$ cat src/rtl/shreg_pkg.sv
// Shared definitions for the universal shift register: mode encodings, burst FSM states
// and a mode-classification helper.
package shreg_pkg;

  localparam logic [1:0] MODE_HOLD = 2'b00;
  localparam logic [1:0] MODE_SHR  = 2'b01;
  localparam logic [1:0] MODE_SHL  = 2'b10;
  localparam logic [1:0] MODE_LOAD = 2'b11;

  typedef enum logic [1:0] {
    IDLE  = 2'b00,
    SHIFT = 2'b01,
    DONE  = 2'b10
  } state_t;

  function automatic logic is_shift_mode(input logic [1:0] m);
    return (m == MODE_SHR) || (m == MODE_SHL);
  endfunction

endpackage

$ cat src/rtl/shreg_ctrl.sv
// Burst-shift controller: IDLE/SHIFT/DONE FSM with the remaining-shift counter,
// producing the burst shift-enable, latched direction and the busy/done handshake.
module shreg_ctrl
  import shreg_pkg::*;
#(
  parameter int CW = 3
) (
  input  logic          clock,
  input  logic          clear,
  input  logic [1:0]    mode,
  input  logic          start,
  input  logic [CW-1:0] count,
  output logic          shift_en,
  output logic          dir,
  output logic          direct_en,
  output logic          busy,
  output logic          done
);

  state_t        state_r;
  logic [CW-1:0] rem_r;
  logic          dir_r;
  logic          busy_r;
  logic          done_r;
  logic          accept_s;

  // Classify this cycle: burst accept, burst shift, or direct mode pass-through.
  always_comb begin
    accept_s  = 1'b0;
    direct_en = 1'b0;
    if (state_r == IDLE) begin
      accept_s  = start && is_shift_mode(mode);
      direct_en = !accept_s;
    end else begin
      accept_s  = 1'b0;
      direct_en = 1'b0;
    end
  end

  assign shift_en = (state_r == SHIFT);
  assign dir      = dir_r;
  assign busy     = busy_r;
  assign done     = done_r;

  // FSM, counter and registered handshake outputs; busy/done track the next state.
  always_ff @(posedge clock or negedge clear) begin
    if (!clear) begin
      state_r <= IDLE;
      rem_r   <= {CW{1'b0}};
      dir_r   <= 1'b0;
      busy_r  <= 1'b0;
      done_r  <= 1'b0;
    end else begin
      case (state_r)
        IDLE: begin
          if (accept_s) begin
            dir_r <= (mode == MODE_SHL);
            rem_r <= count;
            if (count != {CW{1'b0}}) begin
              state_r <= SHIFT;
              busy_r  <= 1'b1;
            end else begin
              state_r <= DONE;
              done_r  <= 1'b1;
            end
          end
        end
        SHIFT: begin
          rem_r <= rem_r - CW'(1);
          if (rem_r == CW'(1)) begin
            state_r <= DONE;
            busy_r  <= 1'b0;
            done_r  <= 1'b1;
          end
        end
        DONE: begin
          state_r <= IDLE;
          done_r  <= 1'b0;
        end
        default: begin
          state_r <= IDLE;
          busy_r  <= 1'b0;
          done_r  <= 1'b0;
        end
      endcase
    end
  end

endmodule

$ cat src/rtl/shift_reg_univ.sv
// Parametrised universal shift register (hold / shift right / shift left / load) with a
// counted burst controller. Define SHREG_ROTATE_EN to let rot select rotate fill bits.
module shift_reg_univ
  import shreg_pkg::*;
#(
  parameter int WIDTH = 4,
  parameter int CW    = $clog2(WIDTH) + 1
) (
  input  logic             clock,
  input  logic             clear,
  input  logic [1:0]       mode,
  input  logic             sin_r,
  input  logic             sin_l,
  input  logic [WIDTH-1:0] pdata,
  input  logic             start,
  input  logic [CW-1:0]    count,
  input  logic             rot,
  output logic [WIDTH-1:0] out,
  output logic             sout_r,
  output logic             sout_l,
  output logic             busy,
  output logic             done
);

  logic [WIDTH-1:0] out_r;
  logic [WIDTH-1:0] next_s;
  logic [1:0]       op_s;
  logic             shift_en_s;
  logic             dir_s;
  logic             direct_en_s;
  logic             rot_s;
  logic             fill_r_s;
  logic             fill_l_s;

`ifdef SHREG_ROTATE_EN
  assign rot_s = rot;
`else
  logic rot_unused_s;
  assign rot_unused_s = rot;
  assign rot_s        = 1'b0;
`endif

  shreg_ctrl #(.CW(CW)) u_ctrl (
    .clock     (clock),
    .clear     (clear),
    .mode      (mode),
    .start     (start),
    .count     (count),
    .shift_en  (shift_en_s),
    .dir       (dir_s),
    .direct_en (direct_en_s),
    .busy      (busy),
    .done      (done)
  );

  assign fill_r_s = rot_s ? out_r[0]       : sin_r;
  assign fill_l_s = rot_s ? out_r[WIDTH-1] : sin_l;

  // Pick the effective operation, then the next register value.
  always_comb begin
    op_s   = MODE_HOLD;
    next_s = out_r;
    if (shift_en_s) begin
      op_s = dir_s ? MODE_SHL : MODE_SHR;
    end else if (direct_en_s) begin
      op_s = mode;
    end else begin
      op_s = MODE_HOLD;
    end
    case (op_s)
      MODE_HOLD: next_s = out_r;
      MODE_SHR:  next_s = {fill_r_s, out_r[WIDTH-1:1]};
      MODE_SHL:  next_s = {out_r[WIDTH-2:0], fill_l_s};
      MODE_LOAD: next_s = pdata;
      default:   next_s = out_r;
    endcase
  end

  // Register datapath.
  always_ff @(posedge clock or negedge clear) begin
    if (!clear) begin
      out_r <= {WIDTH{1'b0}};
    end else begin
      out_r <= next_s;
    end
  end

  assign out    = out_r;
  assign sout_r = out_r[0];
  assign sout_l = out_r[WIDTH-1];

endmodule

$ cat config.mk
export PLATFORM = sky130hd
export DESIGN_NAME = shift_reg_univ
export DESIGN_NICKNAME = d
export VERILOG_FILES = /design/src/rtl/shreg_pkg.sv /design/src/rtl/shreg_ctrl.sv /design/src/rtl/shift_reg_univ.sv
export SDC_FILE = /design/constraint.sdc
export NUM_CORES = 1
export LEC_CHECK = 0
export ABC_AREA = 1
export CAP_MARGIN = 15
export CORE_ASPECT_RATIO = 0.75
export CORE_MARGIN = 1
export CORE_UTILIZATION = 42
export DETAILED_ROUTE_END_ITERATION = 10
export GPL_TIMING_DRIVEN = 0
export MAX_ROUTING_LAYER = met4
export PLACE_DENSITY = 0.85
export SLEW_MARGIN = 15
export SYNTH_ARGS = -nofsm -noshare
export SYNTH_HDL_FRONTEND = slang
export SYNTH_SLANG_ARGS = --single-unit
$ cat constraint.sdc
create_clock -name clock -period 1.41 [get_ports clock]
set_clock_uncertainty 0.05 [all_clocks]
set_input_delay 0.423 -clock clock [delete_from_list [all_inputs] [get_ports clock]]
set_output_delay 0.423 -clock clock [all_outputs]
set_load 0.02 [all_outputs]
# After elaboration in Yosys (flattened, before gate mapping)
# Index checks and enable logic that the tools add are counted.
# op_classes
mux	20
n_bitwise	1
n_eq_ne	12
reduce_logical	12
addsub	1
# op_table
op	n
two-way mux 2 bit	6
case mux 4 bit (3 select lines)	1
equality test 2 bit, second input constant	4
two-way mux 1 bit	8
equality test 2 x 1 -> 1 bit, second input constant	3
case mux 3 bit (2 select lines)	1
AND reduction 2 bit	3
logical NOT 2 bit	2
inequality test 2 x 1 -> 1 bit, second input constant	2
inequality test 2 bit, second input constant	2
case mux 2 bit (2 select lines)	1
AND reduction 4 bit	1
equality test 3 x 1 -> 1 bit, second input constant	1
two-way mux 3 bit	1
case mux 1 bit (3 select lines)	1
AND reduction 3 bit	1
nonzero test 3 bit	1
subtractor 3 x 1 -> 3 bit, second input constant	1
case mux 1 bit (2 select lines)	1
nonzero test 2 bit	1
logical AND 1 bit	1
logical NOT 1 bit	1
logical OR 1 bit	1
NOT 1 bit	1
# totals
elab_cells	52
ff_bits	12
in_bits	15
output_inout_bits	8

# Logic depth before layout (Yosys ltp)
# logic_depth
ltp_word	9
depth_mapped	11
ltp_nobuf	11

# Cells and area by module
# From an unflattened synthesis, not the netlist that was laid out.
# hier_totals
cells_unflattened	106
hier_area_um2	797.0
# by_module_without_submodules
module	area_each_um2	seq_area_each_um2	instances	cells_per_inst
shreg_ctrl	469.2	200.2	1	61
shift_reg_univ	327.8	100.1	1	45

# Least setup slack after synthesis
# Ideal clock, no wire load.
# synth_timing
kind	input-to-reg
startpoint	input port mode[0]
endpoint	register out_r[0] (netlist: out[0])
t_required_ns	1.247
stages	9
t_arrival_ns	1.397
slack_ns	-0.150
n_path_buf	0
setup_time_ns	0.113
cell_sequence	inv_1 > ha_1 > inv_1 > nand2_1 > nand3_2 > nand3_4 > or2_0 > nand2_1 > inv_1
# synth_via
elab_chain_len	9
word_cells_on_any_way	13
classes_between	5 x eq/ne; 4 x mux; 4 x reduce/logical
# synth_lines
item	line	text
start: declaration	shift_reg_univ.sv:11	input logic [1:0] mode,
equality test 2 x 1 -> 1 bit or equality test 2 bit (tied branches)	shreg_pkg.sv:17	return (m == MODE_SHR) || (m == MODE_SHL);
logical OR 1 bit	shreg_pkg.sv:17	
logical AND 1 bit	shreg_ctrl.sv:32	accept_s = start && is_shift_mode(mode);
logical NOT 1 bit	shreg_ctrl.sv:33	direct_en = !accept_s;
two-way mux 1 bit	shreg_ctrl.sv:31	if (state_r == IDLE) begin
two-way mux 2 bit (*)	shift_reg_univ.sv:65	end else if (direct_en_s) begin
two-way mux 2 bit (*)	shift_reg_univ.sv:63	if (shift_en_s) begin
equality test 2 bit or equality test 2 x 1 -> 1 bit (tied branches)	shift_reg_univ.sv:70	case (op_s)
case mux 4 bit (3 select lines)	shift_reg_univ.sv:70	
end signal: assignment	shift_reg_univ.sv:82	out_r <= {WIDTH{1'b0}};
end signal: assignment	shift_reg_univ.sv:84	out_r <= next_s;
end: declaration	shift_reg_univ.sv:25	logic [WIDTH-1:0] out_r;
# Mark *: on every way between the ends. The rest lies on a longest branch, timed or not.
# A chain may end at the register's enable or synchronous reset.

# Final worst setup path
# layout_timing
startpoint	register u_ctrl.state_r[1]
endpoint	register out_r[0] (netlist: out[0])
# layout_via
elab_chain_len	6
word_cells_on_any_way	10
classes_between	4 x eq/ne; 4 x mux; 2 x reduce/logical
# layout_lines
item	line	text
start: declaration	shreg_ctrl.sv:20	state_t state_r;
start signal: assignment	shreg_ctrl.sv:48	state_r <= IDLE;
start signal: assignment	shreg_ctrl.sv:60	state_r <= SHIFT;
start signal: assignment	shreg_ctrl.sv:63	state_r <= DONE;
logical NOT 2 bit	shreg_ctrl.sv:31	
two-way mux 1 bit	shreg_ctrl.sv:31	
two-way mux 2 bit	shift_reg_univ.sv:65	
two-way mux 2 bit (*)	shift_reg_univ.sv:63	
equality test 2 bit or equality test 2 x 1 -> 1 bit (tied branches)	shift_reg_univ.sv:70	
case mux 4 bit (3 select lines)	shift_reg_univ.sv:70	
# Marks and branches as above.

==> impl_metrics.csv <==
group,metric,value,unit
final_layout,final_common_cell,"nand2_1",
routing,dr.first_iter.drc_count,28,
routing,first_pass_iters,4,
final_layout,final_cell_mix,"nand2_1, inv_1, nand3_1",
sta,setup_ws,-0.06010,ns
routing,drtAntennaViolNets,0,
worst_setup_path,worst-path-max-fanout,5,
sta,post-route-period-util,1.043,
clock_tree,clock_path_buffers,2,
worst_setup_path,start_kind,"flop",
final_layout,multi_input_area,489.2,um2
routing,wl_per_cell,12.66,um
global_route,grt_pass1_wl,3.070,mm
floorplanning,start_util,0.4587,
job,maxCapViolations,0,
floorplanning,num_rows,13,
final_layout,fillers,158,
sta,finalHoldViolations,0,
global_route,grt_max_degree,13,
routing,viasPerCell,4.993,
worst_setup_path,crit_arrival,1.65,ns
clock_tree,clkTransAtPathRegs,0.08,ns
place,gp_congestion,0.7744,
logic_synthesis,ys_ff_latch,12,
sta,grt_setup_unrepaired,"true",
worst_setup_path,cp-end-kind,"flop",
logic_synthesis,yosys_warnings,0,
floorplanning,die_w,53.05,um
clock_tree,cts_tree,"done",
sta,slew_headroom,0.6244,
global_route,grt_pass1_vias,703,
logic_synthesis,postSynthAreaPerCell,7.892,um2
worst_setup_path,r2r_end,"out[0]",
clock_tree,clk_latency,0.28,ns
global_route,grt_usage,0.2167,
sta,fin_crit,1.470,ns
final_layout,area_growth,38.57,%
final_layout,final_nets,150,
global_route,grt_antenna_before_repair,0,
global_route,overflow,0,
pwr,leakagePower,0.0005486,uW
logic_synthesis,netlist_instances,104,
outcome,failed_checks,"negative setup slack",
sta,maxSlewViolCount,0,
logic_synthesis,synth_area,820.8,um2
floorplanning,pin_count,23,
clock_tree,cts_root_buf,"clkbuf_4",
pwr,report.power.total,2597,uW
routing,routed_wl,1.937,mm
logic_synthesis,synth_nets,122,
logic_synthesis,yosysSeqAreaShare,0.3659,
routing,vias,764,
worst_setup_path,cp.required,1.59,ns
clock_tree,cts_max_level,1,
sta,timing.hold.ws,0.4436,ns
final_layout,seq_area,302.8,um2
logic_synthesis,synth.distinct_cells,23,
place,hpwl,1.473,mm
pwr,vdd.ir_drop.worst,1272,uV
clock_tree,numCtsBuffers,3,
floorplanning,dieHeight,40.29,um
sta,setup_viol,4,
place,portBuffers,21,
worst_setup_path,r2r_cells,7,
sta,max_freq,680.2,MHz
sta,worst_slew_pin_slew,0.5617,ns
final_layout,antennaDiodeCount,0,
final_layout,fin_util,0.6357,
clock_tree,hold_buffers,0,
worst_setup_path,critical_path_class,"reg -> reg",
hold_path,hp-class,"in -> async",
worst_setup_path,r2r_setup_slack,-0.06,ns
floorplanning,coreArea,1789,um2
floorplanning,die-area,2137,um2
routing,drc,0,
pwr,power_density,2284,nW/um2
outcome,status,"complete, but fails checks",
worst_setup_path,r2r_start,"u_ctrl.state_r[1]",
clock_tree,cts.sinks,12,
final_layout,drive_above_1_share,0.3511,
cells in the mapped netlist:
library cell | number | share of area
a21oi_1 | 2 | 0.012
a32oi_1 | 1 | 0.011
buf_4 | 2 | 0.018
clkinv_1 | 4 | 0.018
dfrtp_1 | 12 | 0.37
ha_1 | 3 | 0.046
inv_1 | 14 | 0.064
inv_2 | 2 | 0.0091
mux2_2 | 1 | 0.014
nand2_1 | 20 | 0.091
nand2_2 | 1 | 0.0076
nand2_4 | 3 | 0.041
nand3_1 | 13 | 0.079
nand3_2 | 1 | 0.012
nand3_4 | 2 | 0.043
nand4_1 | 4 | 0.030
nor2_1 | 4 | 0.018
nor2_2 | 1 | 0.0076
nor2_4 | 2 | 0.027
o211ai_1 | 1 | 0.0091
o21ai_0 | 6 | 0.037
o22ai_1 | 1 | 0.0076
or2_0 | 4 | 0.030
through the flow:
step                area [um2]  worst slack, ns  setup TNS [ns]  instances
CTS                       1145        -0.007877       -0.008816        154
detailed placement        1091          -0.7867          -8.467        147
global placement          1091          -0.6924          -7.800        147
finish                    1137         -0.06010        -0.07267        153
global route              1137          -0.1507         -0.6488        153
floorplan                853.3         -0.01330        -0.02835        104
worst max-delay path, cell delays in order, from the launching register on:
cell	delay, ns
dfrtp_2	0.46
nor2_4	0.24
nand2_2	0.13
nor2_4	0.18
nand4_1	0.16
nand3_2	0.11
nand2_1	0.05
inv_1	0.04
worst max-delay path by stage:
stage / to / cells after the start / start / slack, ns
finish: out[0] / 7 / u_ctrl.state_r[1] / -0.06
global placement: out[0] / 11 / mode[0] / -0.69
global route: out[0] / 7 / u_ctrl.state_r[1] / -0.15
floorplan: out[0] / 8 / mode[1] / -0.01
CTS: out[0] / 2 / out[0] / -0.008
detailed placement: out[0] / 11 / mode[0] / -0.79
cell families after synthesis:
kind of cell             count (synthesis)  share of synthesized area
AO/OA/AOI/OAI                           11                    0.07623
multiplexers                             1                    0.01372
flip-flops                              12                     0.3659
buffers and inverters                   22                     0.1097
adder cells (fa/ha/maj)                  3                    0.04574
AND/OR/NAND/NOR                         55                     0.3887
routing by layer:
layer,track usage,wire length [um]
met5,-,0
met2,0.3513,976
met3,0.05682,82
met4,0.07895,25
met1,0.2636,853
layout make-up:
class	count	share of cell area
Clock buffer	4	0.03190
Tap cell	22	0.02420
Multi-Input combinational cell	70	0.4301
Inverter	20	0.07041
Timing Repair Buffer	25	0.1771
Sequential cell	12	0.2662
flip-flops by register name, indices dropped and copies added, names as in the netlist:
name,flops
u_ctrl.done,1
u_ctrl.rem_r,3
u_ctrl.busy,1
u_ctrl.state_r,2
out,4
u_ctrl.dir,1
power by group:
part	leakage, uW	internal, uW	switching [uW]
logic	0.000388	646	985
clock network	0.0000210	157	128
registers	0.000140	529	151
total	0.000549	1330	1260
timing repair:
item | 4_1_cts | 5_1_grt
pin swaps | 3 | 10
gates resized for setup | 50 | 9
setup buffers | 3 | 1
endpoints found under the setup margin | 20 | 11
(Power assumes the default switching activity.)
